## src/rtl/mem_port_arbiter.sv

```systemverilog
// Shares one single-ported memory between the MIPS fetch (IF) and data (MEM) ports.
// Build option MEM_ARB_FAIR_EN: lets a waiting fetch in after MAX_DATA_STREAK data grants.
module mem_port_arbiter #(
  parameter int TIMEOUT_CYCLES  = 255,
  parameter int MAX_DATA_STREAK = 4
) (
  input  logic        Clk,
  input  logic        Rst_n,
  input  logic        if_req,
  input  logic [31:0] if_addr,
  output logic [31:0] if_rdata,
  output logic        if_ready,
  input  logic [1:0]  d_read,
  input  logic [1:0]  d_write,
  input  logic [31:0] d_addr,
  input  logic [31:0] d_wdata,
  output logic [31:0] d_rdata,
  output logic        d_ready,
  output logic        d_err,
  output logic        m_req,
  output logic        m_we,
  output logic [31:0] m_addr,
  output logic [3:0]  m_be,
  output logic [31:0] m_wdata,
  input  logic [31:0] m_rdata,
  input  logic        m_ack
);

  typedef enum logic [2:0] {S_IDLE, S_BUSY_I, S_BUSY_D, S_RESP_I, S_RESP_D} state_t;

  state_t      r_state;
  logic [1:0]  r_size;
  logic [1:0]  r_lo;
  logic [31:0] r_tcnt;

  logic        w_d_req;
  logic        w_d_wr;
  logic [1:0]  w_size;
  logic        w_misal;
  logic        w_grant_d;
  logic        w_tmo;
  logic        w_unused;

  function automatic logic [3:0] f_be(input logic [1:0] size, input logic [1:0] lo);
    case (size)
      2'b11:   f_be = 4'b1111;
      2'b10:   f_be = lo[1] ? 4'b1100 : 4'b0011;
      default: f_be = 4'b0001 << lo;
    endcase
  endfunction

  function automatic logic [31:0] f_wdata(input logic [1:0] size, input logic [31:0] wd);
    case (size)
      2'b11:   f_wdata = wd;
      2'b10:   f_wdata = {2{wd[15:0]}};
      default: f_wdata = {4{wd[7:0]}};
    endcase
  endfunction

  function automatic logic [31:0] f_load(input logic [1:0] size, input logic [1:0] lo,
                                         input logic [31:0] word);
    logic signed [7:0]  b;
    logic signed [15:0] h;
    b = word[{lo, 3'b000} +: 8];
    h = lo[1] ? word[31:16] : word[15:0];
    case (size)
      2'b11:   f_load = word;
      2'b10:   f_load = 32'(h);
      default: f_load = 32'(b);
    endcase
  endfunction

  assign w_d_req  = (d_read != 2'b00) || (d_write != 2'b00);
  assign w_d_wr   = (d_write != 2'b00);
  assign w_size   = w_d_wr ? d_write : d_read;
  assign w_misal  = ((w_size == 2'b10) && d_addr[0]) ||
                    ((w_size == 2'b11) && (d_addr[1:0] != 2'b00));
  assign w_tmo    = (TIMEOUT_CYCLES != 0) && (r_tcnt == 32'(TIMEOUT_CYCLES - 1));
  assign w_unused = ^if_addr[1:0];

`ifdef MEM_ARB_FAIR_EN
  logic [31:0] r_streak;

  // Once the streak is used up a waiting fetch wins the next arbitration.
  assign w_grant_d = w_d_req && !(if_req && (r_streak == 32'(MAX_DATA_STREAK)));

  always_ff @(posedge Clk or negedge Rst_n) begin
    if (!Rst_n) begin
      r_streak <= '0;
    end else if ((r_state == S_IDLE) && if_req) begin
      if (w_grant_d) r_streak <= r_streak + 32'd1;
      else           r_streak <= '0;
    end
  end
`else
  localparam int unused_streak = MAX_DATA_STREAK;
  assign w_grant_d = w_d_req;
`endif

  always_ff @(posedge Clk or negedge Rst_n) begin
    if (!Rst_n) begin
      r_state  <= S_IDLE;
      r_size   <= '0;
      r_lo     <= '0;
      r_tcnt   <= '0;
      if_rdata <= '0;
      if_ready <= 1'b0;
      d_rdata  <= '0;
      d_ready  <= 1'b0;
      d_err    <= 1'b0;
      m_req    <= 1'b0;
      m_we     <= 1'b0;
      m_addr   <= '0;
      m_be     <= '0;
      m_wdata  <= '0;
    end else begin
      if_ready <= 1'b0;
      d_ready  <= 1'b0;
      d_err    <= 1'b0;
      case (r_state)
        S_IDLE: begin
          r_tcnt <= '0;
          if (w_grant_d) begin
            if (w_misal) begin
              d_rdata <= '0;
              d_err   <= 1'b1;
              d_ready <= 1'b1;
              r_state <= S_RESP_D;
            end else begin
              m_req   <= 1'b1;
              m_we    <= w_d_wr;
              m_addr  <= {d_addr[31:2], 2'b00};
              m_be    <= f_be(w_size, d_addr[1:0]);
              m_wdata <= f_wdata(w_size, d_wdata);
              r_size  <= w_size;
              r_lo    <= d_addr[1:0];
              r_state <= S_BUSY_D;
            end
          end else if (if_req) begin
            m_req   <= 1'b1;
            m_we    <= 1'b0;
            m_addr  <= {if_addr[31:2], 2'b00};
            m_be    <= 4'b1111;
            r_state <= S_BUSY_I;
          end
        end
        S_BUSY_I: begin
          if (m_ack || w_tmo) begin
            m_req    <= 1'b0;
            if_rdata <= m_ack ? m_rdata : 32'h0;
            if_ready <= 1'b1;
            r_state  <= S_RESP_I;
          end else begin
            r_tcnt <= r_tcnt + 32'd1;
          end
        end
        S_BUSY_D: begin
          if (m_ack) begin
            m_req   <= 1'b0;
            d_rdata <= m_we ? 32'h0 : f_load(r_size, r_lo, m_rdata);
            d_ready <= 1'b1;
            r_state <= S_RESP_D;
          end else if (w_tmo) begin
            m_req   <= 1'b0;
            d_rdata <= '0;
            d_err   <= 1'b1;
            d_ready <= 1'b1;
            r_state <= S_RESP_D;
          end else begin
            r_tcnt <= r_tcnt + 32'd1;
          end
        end
        default: r_state <= S_IDLE;
      endcase
    end
  end

endmodule

```

## config.mk

```make
export PLATFORM = sky130hd
export DESIGN_NAME = mem_port_arbiter
export DESIGN_NICKNAME = d
export VERILOG_FILES = /design/src/rtl/mem_port_arbiter.sv
export SDC_FILE = /design/constraint.sdc
export NUM_CORES = 1
export LEC_CHECK = 0
export BUFFER_PORTS_ARGS = -buffer_cell sky130_fd_sc_hd__buf_2
export CELL_PAD_IN_SITES_DETAIL_PLACEMENT = 1
export CELL_PAD_IN_SITES_GLOBAL_PLACEMENT = 2
export CORE_MARGIN = 2
export CORE_UTILIZATION = 33
export DETAILED_ROUTE_END_ITERATION = 16
export PLACE_DENSITY_LB_ADDON = 0.3
export SLEW_MARGIN = 0
export SYNTH_ARGS = -nofsm -noshare
export SYNTH_HDL_FRONTEND = slang
export SYNTH_SLANG_ARGS = --single-unit
```

## constraint.sdc

```tcl
create_clock -name Clk -period 4 [get_ports Clk]
set_input_delay 0.4 -clock Clk [delete_from_list [all_inputs] [get_ports Clk]]
set_output_delay 0.4 -clock Clk [all_outputs]
set_load 0.01 [all_outputs]
```

==> metrics.txt <==
status=finished clean; routability congestion estimate from global placement=0.750; async set or reset register ratio after synthesis=1.00; Compound-Gate Fraction of Synth Area=0.193; clk_lat worst skew=between 400 and 500 ps; synthesis-to-finish area growth=26.5%; Post-Route Skew=15.6 ps; clk buf depth=2; largest family of logic cells by synthesized area=compound AO/OA/AOI/OAI gates; CTS tree=yes; Synth cell types=61; Synth Area in XOR/XNOR=0.00103; wire length per cell=19.0 µm; worst stage delay on the critical path=670 ps; Synth Area in Simple Gates=0.137; nets=1,204; final worst-path cycle share=0.694; Clk pin slew, worst setup/hold paths=80 ps; DRC=0; max_slew headroom=0.376; register bit count reported by yosys=174; post-CTS setup buffer count=0; Root Driver=clkbuf_16; Setup Viol. Count Final=0; r2r setup slk=about 1200 ps; global-route wire length before repair=42,500 µm; port buffer count=268; H-Tree Depth=4; core box area=25,200 µm²; Initial Utilization=0.337; Slew @ Worst Pin=937 ps; Reg2Reg Depth=7; via count=7,411; Power Dens Cells=666 nW/µm²; Worst Setup SP=r_tcnt[0]; Slowest-stage cell, CP=nand3_2; CTS resizes=0; crit path buf inv count=1; RSZ-0062 raised after global routing=no; Crit Path Class=flip-flop to flip-flop; largest net degree at the start of global routing=97; num rows=58; share of cells above drive strength 1=0.331; Yosys Warn Count=0; global-route usage over all layers=0.201; WP data arrival=3080 ps; First-pass DRT Iterations=4; Worst Setup Start Kind=flip-flop; register area share after synthesis=0.513; reg2reg start=r_tcnt[0]; Congestion Overflow GR=0; most frequent cells in the layout=buf_2 (267), dfrtp_1 (174), o21ai_0 (109); number of max-cap violations=0; I/O pin cnt=between 200 and 300; Req. time, crit path=4310 ps; Detailed Route WL=26,800 µm; f_max=360 MHz; Setup TNS=0 ps; fin cells=1,410; vias per std cell=approximately 5.3; CP endpoint kind=flip-flop; Mapped Avg Cell Area=10.3 µm²; Top delay family on crit path=simple AND/OR/NAND/NOR gates; Sink Count=174; minimum clock period=2770 ps; Fin. Hold Viols=0; mux cell area share after synthesis=0.112; ys flop type=dfrtp_1; total die area=27,000 µm²; Max VDD drop=0.267 mV; Mapped Cells=slightly above 800; number of buffers created by CTS=17; hold bufs inserted after CTS=0; final HPWL from detailed placement=19,200 µm; hold crit path type=input port to asynchronous set/reset pin; Leak=5.05 nW; max-slew violations=0; commonest non-fill, non-tap cell in the layout=buf_2; critical path peak fanout=34; placed cell count=around 1,400; vias in the first global route=7,658; Reg2Reg Capture Point=if_rdata[20]; Die H=164 µm; Die W=164 µm; crit-path cells=inv_1, ha_1, nor4b_1, nand4_1, o21bai_2, nand3_2, a22o_1; initial antenna violation count=2; synthesized-area fraction occupied by adder cells=0.00413; Final ANT Viol Nets=0; DR iter-0 viols=370; number of synthesized flops with an enable pin=0; filler instances=2,925; synthesized cell area=8480 µm²
where the power goes:
group | switching, mW | internal (mW) | leakage [nW]
clock | 0.805 | 0.829 | 0.282
combinational | 1.62 | 1.12 | 2.51
sequential | 0.417 | 2.34 | 2.26
total | 2.85 | 4.30 | 5.05
flip-flops by register name, indices dropped and copies added (netlist names):
signal	cells
r_tcnt	32
r_lo	2
r_size	2
if_rdata	32
m_addr	30
d_rdata	32
m_wdata	32
m_req	1
if_ready	1
d_err	1
m_be	4
r_state	3
d_ready	1
m_we	1
cell type report:
type | count | area, µm² | share of cell area
repair buffers | 285 | 1490 | 0.139
well taps | 330 | 413 | 0.0385
flip-flops and latches | 174 | 4350 | 0.406
multi-input cells | 575 | 3850 | 0.359
diodes | 1 | 2.50 | 0.000233
clock buffers | 17 | 425 | 0.0396
inverters | 13 | 48.8 | 0.00455
clock inverters | 15 | 151 | 0.0141
stage by stage:
stage	utilization	hold WS (ps)	worst slack (ps)	instance area (µm²)	power, mW
after global routing	0.426	102	930	10700	7.65
after global placement	0.403	456	1260	10200	5.51
after floorplan	-	104	1940	8490	4.37
after CTS	0.426	90.5	1190	10700	7.25
final	0.426	22.2	1230	10700	7.14
after detailed placement	0.403	465	1210	10200	5.59
cells in the mapped netlist (all sizes together) (11+ instances only):
| cell type | instances | area share |
|---|---|---|
| inv | 13 | 0.0058 |
| nand3 | 19 | 0.012 |
| dfrtp | 174 | 0.51 |
| nand4 | 11 | 0.0081 |
| mux2 | 22 | 0.029 |
| nor2 | 27 | 0.012 |
| clkbuf | 40 | 0.018 |
| o21ai | 126 | 0.074 |
| nor2b | 21 | 0.015 |
| nand2 | 76 | 0.034 |
| a21oi | 26 | 0.015 |
| nor4 | 17 | 0.015 |
| mux2i | 68 | 0.080 |
| a22o | 57 | 0.059 |
| buf | 21 | 0.015 |
cells by family after synthesis:
| group | count (synthesis) |
|---|---|
| flip-flops | 174 |
| AO/OA/AOI/OAI | 256 |
| AND/OR/NAND/NOR | 222 |
| multiplexers | 91 |
| XOR/XNOR | 1 |
| adder cells (fa/ha/maj) | 3 |
| other | 1 |
| buffers and inverters | 74 |
layer usage:
metal | GRT usage | up-vias | part of all wire
li1 | - | 3504 | -
met1 | 0.266 | 3689 | 0.45
met2 | 0.324 | 193 | 0.47
met3 | 0.0558 | 23 | 0.065
met4 | 0.0522 | 2 | 0.014
met5 | 0 | - | 0.00049
how the worst max path moves through the flow:
stage	to	slack (ps)	depth (start not counted)
6_report	if_rdata[20]	1230	7
4_1_cts	if_rdata[17]	1190	7
3_3_place_gp	if_rdata[10]	1260	7
5_1_grt	if_rdata[17]	930	7
3_5_place_dp	if_rdata[28]	1210	7
2_1_floorplan	if_rdata[10]	1940	9
Note: power is estimated with default switching activity, not from simulation.
